===== src/rtl/useq_pkg.sv =====
// Shared definitions for the microprogram sequencer: sequencing codes, FSM
// states and microword field offsets derived from the block parameters.
package useq_pkg;

    typedef enum logic [2:0] {
        SEQ_INC  = 3'b000,
        SEQ_JMP  = 3'b001,
        SEQ_BRT  = 3'b010,
        SEQ_BRF  = 3'b011,
        SEQ_MAP  = 3'b100,
        SEQ_CALL = 3'b101,
        SEQ_RET  = 3'b110,
        SEQ_HALT = 3'b111
    } seq_e;

    localparam logic [1:0] ST_FETCH = 2'd0;
    localparam logic [1:0] ST_LATCH = 2'd1;
    localparam logic [1:0] ST_HALT  = 2'd2;

    typedef enum logic [1:0] {
        FETCH = ST_FETCH,
        LATCH = ST_LATCH,
        HALT  = ST_HALT
    } state_e;

    // Index width for n items, never below one bit.
    function automatic int idx_w(input int n);
        return (n > 1) ? $clog2(n) : 1;
    endfunction

    function automatic int cond_w(input int ncond);
        return idx_w(ncond);
    endfunction

    function automatic int seq_lsb(input int aw);
        return aw;
    endfunction

    function automatic int csel_lsb(input int aw);
        return aw + 3;
    endfunction

    function automatic int ctrl_lsb(input int aw, input int ncond);
        return aw + 3 + cond_w(ncond);
    endfunction

endpackage


===== src/rtl/useq_stack.sv =====
// Return-address LIFO for the sequencer. Only the pointer is reset; the
// storage contents are meaningless until written by a push.
module useq_stack
    import useq_pkg::*;
#(
    parameter int AW = 8,
    parameter int SD = 4
) (
    input  logic          clk,
    input  logic          rst_n,
    input  logic          push,
    input  logic          pop,
    input  logic [AW-1:0] push_data,
    output logic          full,
    output logic          empty,
    output logic [AW-1:0] top
);

    localparam int PW = $clog2(SD + 1);
    localparam int IW = idx_w(SD);

    logic [PW-1:0] ptr_q, ptr_d;
    logic [AW-1:0] mem_q [SD];
    logic [IW-1:0] top_idx;

    assign full    = (ptr_q == PW'(SD));
    assign empty   = (ptr_q == '0);
    assign top_idx = IW'(ptr_q - PW'(1));
    assign top     = mem_q[top_idx];

    // NOTE: every signal written in always_comb gets a default first, so no latch is inferred.
    always_comb begin
        ptr_d = ptr_q;
        if (push && !full) begin
            ptr_d = ptr_q + PW'(1);
        end else if (pop && !empty) begin
            ptr_d = ptr_q - PW'(1);
        end
    end

    // NOTE: sequential state is updated only with non-blocking assignments.
    always_ff @(posedge clk) begin
        if (!rst_n) begin
            ptr_q <= '0;
        end else begin
            ptr_q <= ptr_d;
        end
    end

    // NOTE: the storage array has no reset; the pointer alone defines what is valid.
    always_ff @(posedge clk) begin
        if (push && !full) begin
            mem_q[ptr_q[IW-1:0]] <= push_data;
        end
    end

endmodule


===== src/rtl/useq_sequencer.sv =====
// Microprogram sequencer: addresses the synchronous microprogram ROM, latches
// each returned microword into the UIR and computes the next micro-PC.
module useq_sequencer
    import useq_pkg::*;
#(
    parameter int              AW         = 8,
    parameter int              UW         = 24,
    parameter int              NCOND      = 4,
    parameter int              SD         = 4,
    parameter logic [AW-1:0]   RESET_ADDR = '0
) (
    input  logic             clk,
    input  logic             rst_n,
    input  logic             en,
    input  logic [NCOND-1:0] cond,
    input  logic [AW-1:0]    map_addr,
    output logic [AW-1:0]    rom_addr,
    input  logic [UW-1:0]    rom_q,
    output logic [UW-1:0]    uir,
    output logic             uir_valid,
    output logic [AW-1:0]    upc,
    output logic             halted,
    output logic             stk_err
);

    localparam int CW   = cond_w(NCOND);
    localparam int SLSB = seq_lsb(AW);
    localparam int CLSB = csel_lsb(AW);

    state_e        state_q, state_d;
    logic [AW-1:0] upc_q, upc_d;
    logic [UW-1:0] uir_q, uir_d;
    logic          uir_valid_q, uir_valid_d;
    logic          halted_q, halted_d;
    logic          stk_err_q, stk_err_d;

    logic [AW-1:0] na, upc_inc, next_upc, stk_top;
    logic [CW-1:0] csel;
    seq_e          seq;
    logic          step, push, pop, stk_fault, stk_full, stk_empty;

    // Fields are decoded straight from the ROM output, which is the word
    // about to be latched.
    assign na      = rom_q[AW-1:0];
    assign seq     = seq_e'(rom_q[SLSB +: 3]);
    assign csel    = rom_q[CLSB +: CW];
    assign upc_inc = upc_q + AW'(1);
    assign step    = en && (state_q == LATCH);

    always_comb begin
        next_upc  = upc_inc;
        push      = 1'b0;
        pop       = 1'b0;
        stk_fault = 1'b0;
        case (seq)
            SEQ_INC:  next_upc = upc_inc;
            SEQ_JMP:  next_upc = na;
            SEQ_BRT:  if (cond[csel])  next_upc = na;
            SEQ_BRF:  if (!cond[csel]) next_upc = na;
            SEQ_MAP:  next_upc = map_addr;
            SEQ_CALL: begin
                next_upc = na;
                if (stk_full) stk_fault = 1'b1;
                else          push      = step;
            end
            SEQ_RET: begin
                if (stk_empty) begin
                    stk_fault = 1'b1;
                end else begin
                    next_upc = stk_top;
                    pop      = step;
                end
            end
            SEQ_HALT: next_upc = upc_q;
            default:  next_upc = upc_inc;
        endcase
    end

    always_comb begin
        state_d     = state_q;
        upc_d       = upc_q;
        uir_d       = uir_q;
        uir_valid_d = 1'b0;
        halted_d    = halted_q;
        stk_err_d   = stk_err_q;
        if (en) begin
            case (state_q)
                FETCH: state_d = LATCH;
                LATCH: begin
                    uir_d       = rom_q;
                    uir_valid_d = 1'b1;
                    upc_d       = next_upc;
                    stk_err_d   = stk_err_q | stk_fault;
                    if (seq == SEQ_HALT) begin
                        state_d  = HALT;
                        halted_d = 1'b1;
                    end else begin
                        state_d = FETCH;
                    end
                end
                HALT:    state_d = HALT;
                default: state_d = FETCH;
            endcase
        end
    end

    always_ff @(posedge clk) begin
        if (!rst_n) begin
            state_q     <= FETCH;
            upc_q       <= RESET_ADDR;
            uir_q       <= '0;
            uir_valid_q <= 1'b0;
            halted_q    <= 1'b0;
            stk_err_q   <= 1'b0;
        end else begin
            state_q     <= state_d;
            upc_q       <= upc_d;
            uir_q       <= uir_d;
            uir_valid_q <= uir_valid_d;
            halted_q    <= halted_d;
            stk_err_q   <= stk_err_d;
        end
    end

    useq_stack #(
        .AW (AW),
        .SD (SD)
    ) u_stack (
        .clk       (clk),
        .rst_n     (rst_n),
        .push      (push),
        .pop       (pop),
        .push_data (upc_inc),
        .full      (stk_full),
        .empty     (stk_empty),
        .top       (stk_top)
    );

    assign rom_addr  = upc_q;
    assign upc       = upc_q;
    assign uir       = uir_q;
    assign uir_valid = uir_valid_q;
    assign halted    = halted_q;
    assign stk_err   = stk_err_q;

endmodule

===== config.mk =====
export PLATFORM = sky130hd
export DESIGN_NAME = useq_sequencer
export DESIGN_NICKNAME = d
export VERILOG_FILES = /design/src/rtl/useq_pkg.sv /design/src/rtl/useq_stack.sv /design/src/rtl/useq_sequencer.sv
export SDC_FILE = /design/constraint.sdc
export NUM_CORES = 1
export LEC_CHECK = 0
export BUFFER_PORTS_ARGS = -buffer_cell sky130_fd_sc_hd__buf_2
export CORE_UTILIZATION = 45
export CTS_CLUSTER_DIAMETER = 60
export DETAILED_ROUTE_END_ITERATION = 10
export PLACE_DENSITY = 0.7
export REMOVE_ABC_BUFFERS = 1
export SLEW_MARGIN = 25
export SYNTH_ARGS = -nofsm -noshare
export SYNTH_HDL_FRONTEND = slang
export SYNTH_SLANG_ARGS = --single-unit
export TNS_END_PERCENT = 100

===== constraint.sdc =====
create_clock -name clk -period 3.15 [get_ports clk]
set_clock_uncertainty 0.15 [all_clocks]
set_input_delay 0.315 -clock clk [delete_from_list [all_inputs] [get_ports clk]]
set_output_delay 0.315 -clock clk [all_outputs]
set_load 0.02 [all_outputs]

## Yosys cells after proc, flatten, opt, wreduce, memory -nomap -nowiden

Memories as Yosys holds them, arrays and structs flattened.
Cells that the tools add are included.

| storage, ports and cells | value |
|---|---|
| logic and storage cells | 58 |
| memories | 1 |
| bits in registers | 40 |
| input bits | 39 |
| RAM bits | 32 |

| operators by class | value |
|---|---|
| eq/ne operators | 10 |
| reduce and logical (&&, ||, !) cells | 14 |
| mux-type cells | 20 |
| bitwise gates (word level) | 2 |
| $lt $le $gt $ge | 1 |
| $add $sub $neg | 3 |

Memory list:

| memory | words | width | read ports | clocked after Yosys merged registers in | write ports | RTL line | RTL |
|---|---|---|---|---|---|---|---|
| u_stack.mem_q | 4 | 8 | 1 | 0 | 1 | useq_stack.sv:23 | `logic [AW-1:0] mem_q [SD];` |

Operators with widths:

| kind | count |
|---|---|
| $pmux 8 s6 | 1 |
| $mux 8 | 3 |
| $eq 3x3->1 const B | 5 |
| $mux 1 | 10 |
| $add 8x1->8 const B | 1 |
| $eq 3x2->1 const B | 2 |
| $logic_not 3->1 | 2 |
| $mux 3 | 2 |
| $pmux 2 s3 | 1 |
| $reduce_and 3->1 | 2 |
| $reduce_and 2->1 | 2 |
| $add 3x1->3 const B | 1 |
| $eq 3x1->1 const B | 1 |
| $logic_and 1x1->1 | 3 |
| $lt 2x3->1 const B | 1 |
| $sub 3x1->3 const B | 1 |
| $bmux 1 s2 | 1 |
| $eq 2x1->1 const B | 1 |
| $eq 2x2->1 const B | 1 |
| $logic_not 1->1 | 2 |
| $logic_not 2->1 | 1 |
| $mux 2 | 1 |
| $pmux 1 s2 | 1 |
| $reduce_bool 2->1 | 1 |
| other kinds (3) | 3 |

## Logic depth before layout (Yosys ltp)

Gate-level depths: netlist (run 1).

| depth | value |
|---|---|
| depth in word-level cells | 7 |
| mapped depth | 9 |
| mapped depth without buffers | 7 |

## Hierarchy

From an unflattened synthesis (run 1), not the netlist that was laid out.

| second synthesis, totals | value |
|---|---|
| cells, all modules | 344 |
| area total of the unflattened synthesis | 3515.9 um^2 |

By module, submodules not included:

| module | cells each | seq. area each (um^2) | times used | area an instance (um^2) |
|---|---|---|---|---|
| useq_sequencer | 268 | 740.7 | 1 | 2062.0 |
| useq_stack | 76 | 1021.0 | 1 | 1453.9 |

## Worst setup path before layout (run 1)

OpenSTA, ideal clock, no wires.

| timing | value |
|---|---|
| path type | reg2reg |
| start | reg u_stack.ptr_q[0] |
| end | reg upc_q[0], in the netlist rom_addr[0] |
| buffers on the path | 2 |
| clock period less this slack | 2.516 ns |
| arrival time | 2.233 ns |
| setup slack | 0.634 ns |
| cell stages (with the launch flop) | 9 |
| path through | dfxtp_1 buf_2 inv_1 ha_1 clkbuf_1 mux4_2 a221o_1 a221oi_1 a211oi_1 |

| between the ends | value |
|---|---|
| longest elaborated chain between the ends | 4 |
| elaborated cells on any way between the ends | 5 |

Ends and longest elaborated chain:

| item | RTL line | RTL |
|---|---|---|
| from (decl) | useq_stack.sv:22 | `logic [PW-1:0] ptr_q, ptr_d;` |
| from (signal assigned) | useq_stack.sv:46 | `ptr_q <= ptr_d;` |
| $sub 3x1->3 | useq_stack.sv:28 | `assign top_idx = IW'(ptr_q - PW'(1));` |
| $mem_v2 4x8 | - |  |
| $mux 8 (*) | useq_sequencer.sv:67 | `if (stk_empty) begin` |
| $pmux 8 s6 (*) | useq_sequencer.sv:55 | `case (seq)` |
| to (signal assigned) | useq_sequencer.sv:117 | `upc_q <= upc_d;` |
| to (decl) | useq_sequencer.sv:31 | `logic [AW-1:0] upc_q, upc_d;` |

Every way passes the cells marked *; elsewhere a longest branch is shown, timed or not.
A chain may end at the register's enable or synchronous reset.

## Final worst setup path (run 1)

| timing | value |
|---|---|
| start | reg u_stack.ptr_q[0] |
| end | reg upc_q[5], in the netlist rom_addr[5] |

The elaborated chain is that of the path after synthesis.

==> impl_metrics.tcl, run 1 <==
set metrics [dict create \
    slew_headroom 0.552 \
    clkTransAtPathRegs_ps 80 \
    drive_above_1_share 0.309 \
    cts_sinks 72 \
    ys_seq_elements 72 \
    core_um2 6830 \
    vias 2521 \
    ff2ff_setup_slack_ps 630 \
    p_switching_uw 496 \
    powerDensity_nw_per_um2 501 \
    initial_utilization 0.470 \
    p_leak_uw 0.00152 \
    worst_hold_slack_ps 51.7 \
    syn_avg_cell_area_um2 10.7 \
    grt_overflow 0 \
    num_antenna_cells 0 \
    multi_input_area_um2 1300 \
    grt_max_degree 30 \
    cts_tree "built" \
    finalCritPeriodShare 0.800 \
    grt_pass1_vias 2266 \
    port_buffers 81 \
    via_per_inst 5.34 \
    cts.repair.resized 0 \
    period_needed_ps 2520 \
    worstMarginPinSlew_ps 668 \
    clkPwrFrac 0.376 \
    pwr-share-comb 0.100 \
    grt_pass1_wl_um 12000 \
    antenna_found_initial 0 \
    ys_warn_count 0 \
    die_w_um 86.5 \
    cts-root-buf "clkbuf_8" \
    fin_area_um2 3840 \
    synth_edf_count 32 \
    swShare 0.258 \
    pwr-share-seq 0.524 \
    syn-instance-count 299 \
    setup_viol_count_final 0 \
    cap_violations 0 \
    rows 30 \
    path_max_fanout 12 \
    instances_no_fill 472 \
    synth_seq_area_share 0.548 \
    syn_area_um2 3210 \
    criticalPathCategory "flip-flop to flip-flop" \
    dp_hpwl_um 5480 \
    die_y_um 86.5 \
    postCtsSetupBuffers 0 \
    wl_um 7840 \
    clockBufferDepth 2 \
    synth_ff_type "dfxtp_1" \
    rsz0062_at_grt "false" \
    fmax_mhz 397 \
    end_kind "flip-flop" \
    drc 0 \
    fillers 604 \
    place_congestion 0.805 \
    outcome "finished clean" \
    synth_top_area_share 0.299 \
    synthToLayoutAreaGrowth_pct 19.5 \
    hold_class "input port to flip-flop" \
    p_int_uw 1430 \
    pin_count 82 \
    drt_iter0_markers 286 \
    drtPass1Iterations 5 \
    start_kind "flip-flop" \
    ant_nets 0 \
    tns_ps 0 \
    die-area_um2 7480 \
    register_area_um2 1760 \
    irDropWorstVdd_mv 0.256 \
    synthArstFlopShare 0 \
    grt_usage 0.214 \
    routedWlPerCell_um 16.6 \
    yosys.cell_types.count 47 \
    clk-insertion-delay-late_ps 340 \
    synth_area_leaders "edfxtp_1 30%, dfxtp_1 25%, nand2_1 6.7%" \
    required_ps 3250 \
    cts_buffers 9 \
    htree_levels 3 \
    placed_area_um2 3640 \
    final-hold-violation-count 0 \
    place_inst 456 \
    cts-hold-fix-buffers 0 \
    yosys.area.top_type "edfxtp_1" \
    nets 416 \
    drv_slew 0 \
    crit_arrival_ps 2620 \
]
[worst max-delay path, cell delays in order, from the launching register on]
cell and delay (ps):
dfxtp_1 310, buf_4 220, inv_1 130, ha_1 260
nand2b_1 110, and4b_1 550, a22oi_1 150, a221o_1 360
a41oi_2 190
[cells by family (layout without fill, tap and decap cells)]
| family | Yosys count | count (layout) | synth area share |
|---|---|---|---|
| flops | 72 | 72 | 0.548 |
| buf+inv | 31 | 108 | 0.0471 |
| simple gates | 100 | 100 | 0.148 |
| xor+xnor | 8 | 8 | 0.0218 |
| mux | 12 | 12 | 0.0724 |
| compound gates | 70 | 70 | 0.139 |
| fa+ha+maj | 6 | 6 | 0.0234 |
[Yosys cell counts, types with 3 or more instances]
cell and n:
nand2_1 57, dfxtp_1 40, a21oi_1 34, edfxtp_1 32
nor2_1 11, clkbuf_1 10, mux4_2 9, buf_4 8
a22oi_1 7, a221oi_1 6, and2_1 6, ha_1 6
inv_1 6, o21ai_0 6, buf_2 4, nand3_1 4
nor3_1 4, xnor2_1 4, xor2_1 4, a31oi_1 3
mux2i_1 3, nand2b_1 3
[sequential cells by signal, indices dropped and copies added, names as in the netlist]
signal,flops
u_stack.mem_q,32
uir,24
rom_addr,8
u_stack.ptr_q,3
state_q,2
halted,1
stk_err,1
uir_valid,1
[power by group through the flow]
stage | logic, uW | clock network [uW] | registers [uW]
CTS | 192 | 736 | 1010
floorplan | 77.8 | 0 | 1050
detailed placement | 191 | 0 | 1030
finish | 193 | 724 | 1010
global placement | 188 | 0 | 1030
global route | 207 | 778 | 1010
[metrics by stage]
stage,util,setup WS [ps],total power [uW]
2_1_floorplan,-,656,1130
3_3_place_gp,0.533,740,1220
3_5_place_dp,0.533,652,1220
4_1_cts,0.562,650,1940
5_1_grt,0.562,472,1990
6_report,0.562,631,1920
[path summary, 6_finish.rpt]
check,to,depth (start not counted),start
worst max-delay path,rom_addr[5],8,u_stack.ptr_q[0]
worst min register to register,uir[4],2,uir[4]
worst min-delay path,uir[14],3,rom_q[14]
worst max register to register,rom_addr[5],8,u_stack.ptr_q[0]
[layout make-up]
cell class | count | share of cell area
flip-flops and latches | 72 | 0.459
multi-input cells | 196 | 0.339
repair buffers | 85 | 0.113
clock buffers | 9 | 0.0323
well taps | 96 | 0.0313
clock inverters | 7 | 0.0189
inverters | 7 | 0.00684
[layout by cell type (no fill, tap or decap), types with 4 or more instances in the layout]
cell	Yosys	final
buf_4	8	4
inv_1	6	6
nor2_1	11	11
a22oi_1	7	7
a21oi_1	34	34
dfxtp_1	40	40
edfxtp_1	32	32
xnor2_1	4	4
xor2_1	4	4
and2_1	6	6
nand3_1	4	4
nand2_1	57	57
a221oi_1	6	6
mux4_2	9	9
o21ai_0	6	6
nor3_1	4	4
clkbuf_8	0	9
ha_1	6	6
buf_2	4	81
[layer usage]
| layer | share of wire | up-vias | track usage |
|---|---|---|---|
| met5 | 0 | - | 0 |
| met3 | 0.063 | 9 | 0.0505 |
| met1 | 0.46 | 1206 | 0.306 |
| met2 | 0.47 | 90 | 0.316 |
| li1 | - | 1216 | - |
| met4 | 0.013 | 0 | 0.0833 |
Note: power is estimated with default switching activity, not from simulation.
==> run 2: changes to the inputs <==
- PLACE_DENSITY: 0.7 -> 0.73
- clock period: 3.15 -> 2.18 ns (I/O delays scaled with it)
==> run 2 against run 1 <==
Non-clock buffer count grew 34. Clock power grew 45%. Utilization grew 4.6 points. Setup slack lost 540 ps. Hold slack got worse by 35 ps. First-iteration DRC count shrank 27%. Combinational power rose by 65%. Cell area is 8.2% higher. Die area did not move. Global-route usage up 1.1 points. Flip-flop and latch count unchanged. Clock-buffer cell count rose by 1.
==> impl_metrics.tcl, run 2 (synthesized netlist as in run 1, its figures left out) <==
set metrics [dict create \
    clkTransAtPathRegs_ps 80 \
    drt_iter0_markers 208 \
    clockBufferDepth 2 \
    p_leak_uw 0.00168 \
    start_kind "input port" \
    worstMarginPinSlew_ps 488 \
    rsz0062_at_grt "false" \
    port_buffers 81 \
    tns_ps 0 \
    p_int_uw 2060 \
    cts_tree "built" \
    mostFrequentLayoutCells "81 x buf_2, 57 x nand2_1, 40 x dfxtp_1, 34 x a21oi_1, 32 x edfxtp_1" \
    irDropWorstVdd_mv 0.300 \
    swShare 0.268 \
    fillers 571 \
    pwr-share-comb 0.113 \
    grt_pass1_vias 2571 \
    wl_um 8030 \
    pwr-share-seq 0.516 \
    period_needed_ps 2090 \
    p_switching_uw 757 \
    core_um2 6830 \
    finalCritPeriodShare 0.957 \
    criticalPathCategory "input port to flip-flop" \
    path_max_fanout 7 \
    final-hold-violation-count 0 \
    cap_violations 0 \
    initial_utilization 0.470 \
    routedWlPerCell_um 15.9 \
    synthToLayoutAreaGrowth_pct 29.3 \
    grt_max_degree 36 \
    via_per_inst 5.27 \
    vias 2669 \
    nets 450 \
    layout_setup_ws_ps 94.4 \
    outcome "finished clean" \
    htree_levels 3 \
    cts_buffers 9 \
    required_ps 2270 \
    largest_reg_flops 32 \
    place_worst_setup_slack_ps 85.9 \
    place_congestion 0.794 \
    crit_arrival_ps 2170 \
    dp_hpwl_um 5350 \
    end_kind "flip-flop" \
    drive_above_1_share 0.320 \
    fmax_mhz 479 \
    pin_count 82 \
    clk-insertion-delay-late_ps 360 \
    cts-root-buf "clkbuf_8" \
    final_common_cell "buf_2" \
    powerDensity_nw_per_um2 679 \
    num_antenna_cells 0 \
    setup_viol_count_final 0 \
    die_y_um 86.5 \
    drc 0 \
    slew_headroom 0.675 \
    cts_sinks 72 \
    ant_nets 0 \
    hold_class "input port to flip-flop" \
    rows 30 \
    grt_pass1_wl_um 12600 \
    grt_usage 0.226 \
    fin_total_pwr_uw 2820 \
    drv_slew 0 \
    drtPass1Iterations 4 \
    die_w_um 86.5 \
    grt_overflow 0 \
    antenna_found_initial 0 \
    worst_hold_slack_ps 16.3 \
    clkPwrFrac 0.371 \
    die-area_um2 7480 \
]
==> run 2: stage by stage <==
step                      instance area [um2]  utilization  instances
after floorplan                          3090            -        275
after global placement                   3720        0.544        466
after detailed placement                 3720        0.544        466
after CTS                                4140        0.605        504
after global routing                     4160        0.608        506
final                                    4160        0.608        506
==> run 2: power groups by stage <==
stage	registers, uW	logic, uW	clock network (uW)
2_1_floorplan	1520	112	0
3_3_place_gp	1480	275	0
3_5_place_dp	1490	280	0
4_1_cts	1450	312	1070
5_1_grt	1460	344	1110
6_report	1450	319	1050
==> run 2: final timing paths <==
kind	start	to	slack, ps	depth (start not counted)
worst min-delay path	map_addr[4]	rom_addr[4]	20	3
worst max-delay path	rom_q[12]	rom_addr[2]	90	8
worst max register to register	u_stack.ptr_q[1]	rom_addr[7]	110	6
worst min register to register	uir[4]	uir[4]	300	2
==> run 2: area by class of cell <==
cell class	instances	area, um2	share of cell area
clock inverters	6	48.8	0.0117
repair buffers	119	746	0.179
well taps	96	120	0.0289
multi-input cells	196	1300	0.314
inverters	7	26.3	0.00632
clock buffers	10	149	0.0358
flip-flops and latches	72	1760	0.424
==> run 2: worst max-delay path: stages <==
cell and delay (ps):
dlygate4sd3_1 540, buf_2 150, or3b_2 460, o32ai_1 170, o21ai_2 200, buf_4 190
a22oi_1 150, a31oi_1 100
==> run 2: what timing repair did <==
action                     in CTS  in global routing
setup buffers                   0                  2
hold buffers                   22                  0
setup endpoints to repair       0                 10
hold endpoints to repair       23                  0
gates resized for setup         0                  2
==> run 2: per-layer routing <==
| metal | vias to the layer above | track usage | routed length [um] |
|---|---|---|---|
| met4 | 0 | 0.127 | 175 |
| li1 | 1284 | - | - |
| met5 | - | 0 | 0 |
| met2 | 73 | 0.376 | 4070 |
| met1 | 1296 | 0.277 | 3420 |
| met3 | 16 | 0.0400 | 368 |
==> run 3: changes to the inputs <==
- PLACE_DENSITY: 0.73 -> 0.72
- SYNTH_HIERARCHICAL: default -> 1
==> run 3 against run 2 <==
Clock power increased by 8%. Critical path depth unchanged. Register-to-register slack got worse by 40 ps. Sequential power about the same. Area after synthesis increased by 9.4%. Fmax decreased by 0.98%. Flip-flop and latch count unchanged. Cell count increased by 10%. Cell area increased by 11%. Clock-buffer cell count increased by 2. Critical path type is now flip-flop to flip-flop. Critical endpoint is now rom_addr[6]. Largest cell class unchanged. Largest power group unchanged.
==> impl_metrics.tcl, run 3 <==
set metrics [dict create \
    p_leak_uw 0.00182 \
    worstPathCellList "inv_2, ha_4, mux4_2, nor2b_1, o21ai_1, a21oi_1, a211o_1, o221a_1" \
    register_area_um2 1760 \
    die_y_um 90.4 \
    slew_headroom 0.631 \
    final-hold-violation-count 0 \
    via_per_inst 5.44 \
    start_kind "flip-flop" \
    synth_seq_area_share 0.501 \
    syn_avg_cell_area_um2 10.2 \
    htree_levels 3 \
    syn-instance-count 344 \
    crit_path_start "u_stack/ptr_q[0]" \
    vias 3039 \
    place_congestion 0.885 \
    crit_arrival_ps 2200 \
    synth_top_area_share 0.273 \
    rows 31 \
    ys_warn_count 6 \
    place_worst_setup_slack_ps -67.1 \
    synth_area_leaders "edfxtp_1 27%, dfxtp_1 23%, nand2_1 6.5%" \
    grt_pass1_vias 2935 \
    pin_count 82 \
    final_common_cell "buf_2" \
    irDropWorstVdd_mv 0.350 \
    hold_class "input port to flip-flop" \
    criticalPathCategory "flip-flop to flip-flop" \
    outcome "finished clean" \
    nets 501 \
    die-area_um2 8170 \
    synth_edf_count 32 \
    hp-start "en" \
    yosys.area.top_type "edfxtp_1" \
    cap_violations 0 \
    setup_viol_count_final 0 \
    path_max_fanout 3 \
    worstMarginPinSlew_ps 554 \
    synthArstFlopShare 0 \
    tns_ps 0 \
    mostFrequentLayoutCells "81 x buf_2, 61 x nand2_1, 38 x dfxtp_1, 32 x edfxtp_1, 24 x a21boi_0" \
    period_needed_ps 2110 \
    worst_hold_slack_ps 77.4 \
    clkTransAtPathRegs_ps 80 \
    powerDensity_nw_per_um2 641 \
    clockBufferDepth 2 \
    cts_tree "built" \
    routedWlPerCell_um 15.8 \
    grt_usage 0.226 \
    drt_iter0_markers 192 \
    dp_hpwl_um 6240 \
    clk-insertion-delay-late_ps 350 \
    ant_nets 0 \
    antenna_found_initial 0 \
    initial_utilization 0.475 \
    drc 0 \
    required_ps 2270 \
    multi_input_area_um2 1620 \
    drv_slew 0 \
    crit_slowest_cell "dfxtp_2" \
    synth_ff_type "dfxtp_1" \
    post-route-util 0.620 \
    port_buffers 81 \
    synthToLayoutAreaGrowth_pct 30.7 \
    die_w_um 90.4 \
    finalCritPeriodShare 0.966 \
    ff2ff_setup_slack_ps 70 \
    crit-reg2reg-launch "u_stack/ptr_q[0]" \
    yosysMostFrequentCell "nand2_1" \
    layout_setup_ws_ps 73.7 \
    cts_buffers 9 \
    drive_above_1_share 0.333 \
    path_delay_family "compound AO/OA/AOI/OAI gates" \
    cts-root-buf "clkbuf_8" \
    rsz0062_at_grt "true" \
    slowest_delay_ps 360 \
    largest_reg_flops 32 \
    grt_overflow 0 \
    yosys.cell_types.count 50 \
    syn_area_um2 3520 \
    grt_max_degree 38 \
    drtPass1Iterations 4 \
    critPathBufInv 1 \
    fillers 598 \
    fmax_mhz 475 \
    ys_seq_elements 72 \
    core_um2 7410 \
    synth_commonest_cells "61 x nand2_1, 40 x dfxtp_1, 32 x edfxtp_1, 24 x a21boi_0, 18 x a21oi_1" \
    cts_sinks 72 \
    grt_pass1_wl_um 14500 \
    end_kind "flip-flop" \
    wl_um 8850 \
    num_antenna_cells 0 \
]
## run 3: area by class of cell
cell class	instances	share of cell area
clock buffers	12	0.0359
clock inverters	4	0.0112
inverters	10	0.00817
multi-input cells	234	0.352
flip-flops and latches	72	0.384
well taps	99	0.0270
repair buffers	128	0.182
## run 3: worst register-to-register path: stages, from the launching register on
cell and delay (ps):
dfxtp_2 360, inv_2 60, ha_4 290, mux4_2 320, nor2b_1 150, o21ai_1 110, a21oi_1 80, a211o_1 260
o221a_1 220
## run 3: worst paths after layout
check | endpoint | cells after the start
max | rom_addr[6] | 8
min | state_q[1] | 4
max reg2reg | rom_addr[6] | 8
min reg2reg | uir[10] | 2
## run 3: per-stage QoR
| stage | total power, uW | area, um2 | instances |
|---|---|---|---|
| finish | 2940 | 4600 | 559 |
| global route | 3060 | 4600 | 559 |
| CTS | 2950 | 4540 | 557 |
| detailed placement | 1810 | 4090 | 520 |
| global placement | 1800 | 4090 | 520 |
| floorplan | 1650 | 3370 | 316 |
## run 3: repair_timing
item,4_1_cts,5_1_grt
endpoints found under the hold margin,21,0
setup buffers,0,2
resized for setup,6,11
endpoints found under the setup margin,34,41
pin swaps,0,1
hold buffers,21,0
## run 3: layer usage
layer	wire, um	vias to the layer above	global-route usage	share of wire
met5	0	-	0	0
met4	140	0	0.0981	0.016
met3	487	11	0.0429	0.055
met2	4260	113	0.374	0.48
met1	3960	1452	0.289	0.45
li1	-	1463	-	-
## run 3: logic make-up (layout without fill, tap and decap cells)
kind of cell	after synthesis	in the layout	synth area share
muxes	9	9	0.0576
DFF	72	72	0.501
adders and majority gates	7	7	0.0249
xor gates and xnor gates	6	6	0.0149
and+or+nand+nor	117	117	0.159
buffers and inverters	38	154	0.0527
AOI/OAI and AO/OA	95	95	0.190
## run 3: report_power, final
group,leakage (uW),switching (uW),internal [uW]
Sequential,0.000620,21.9,1430
Combinational,0.00110,201,160
Clock,0.000109,507,622
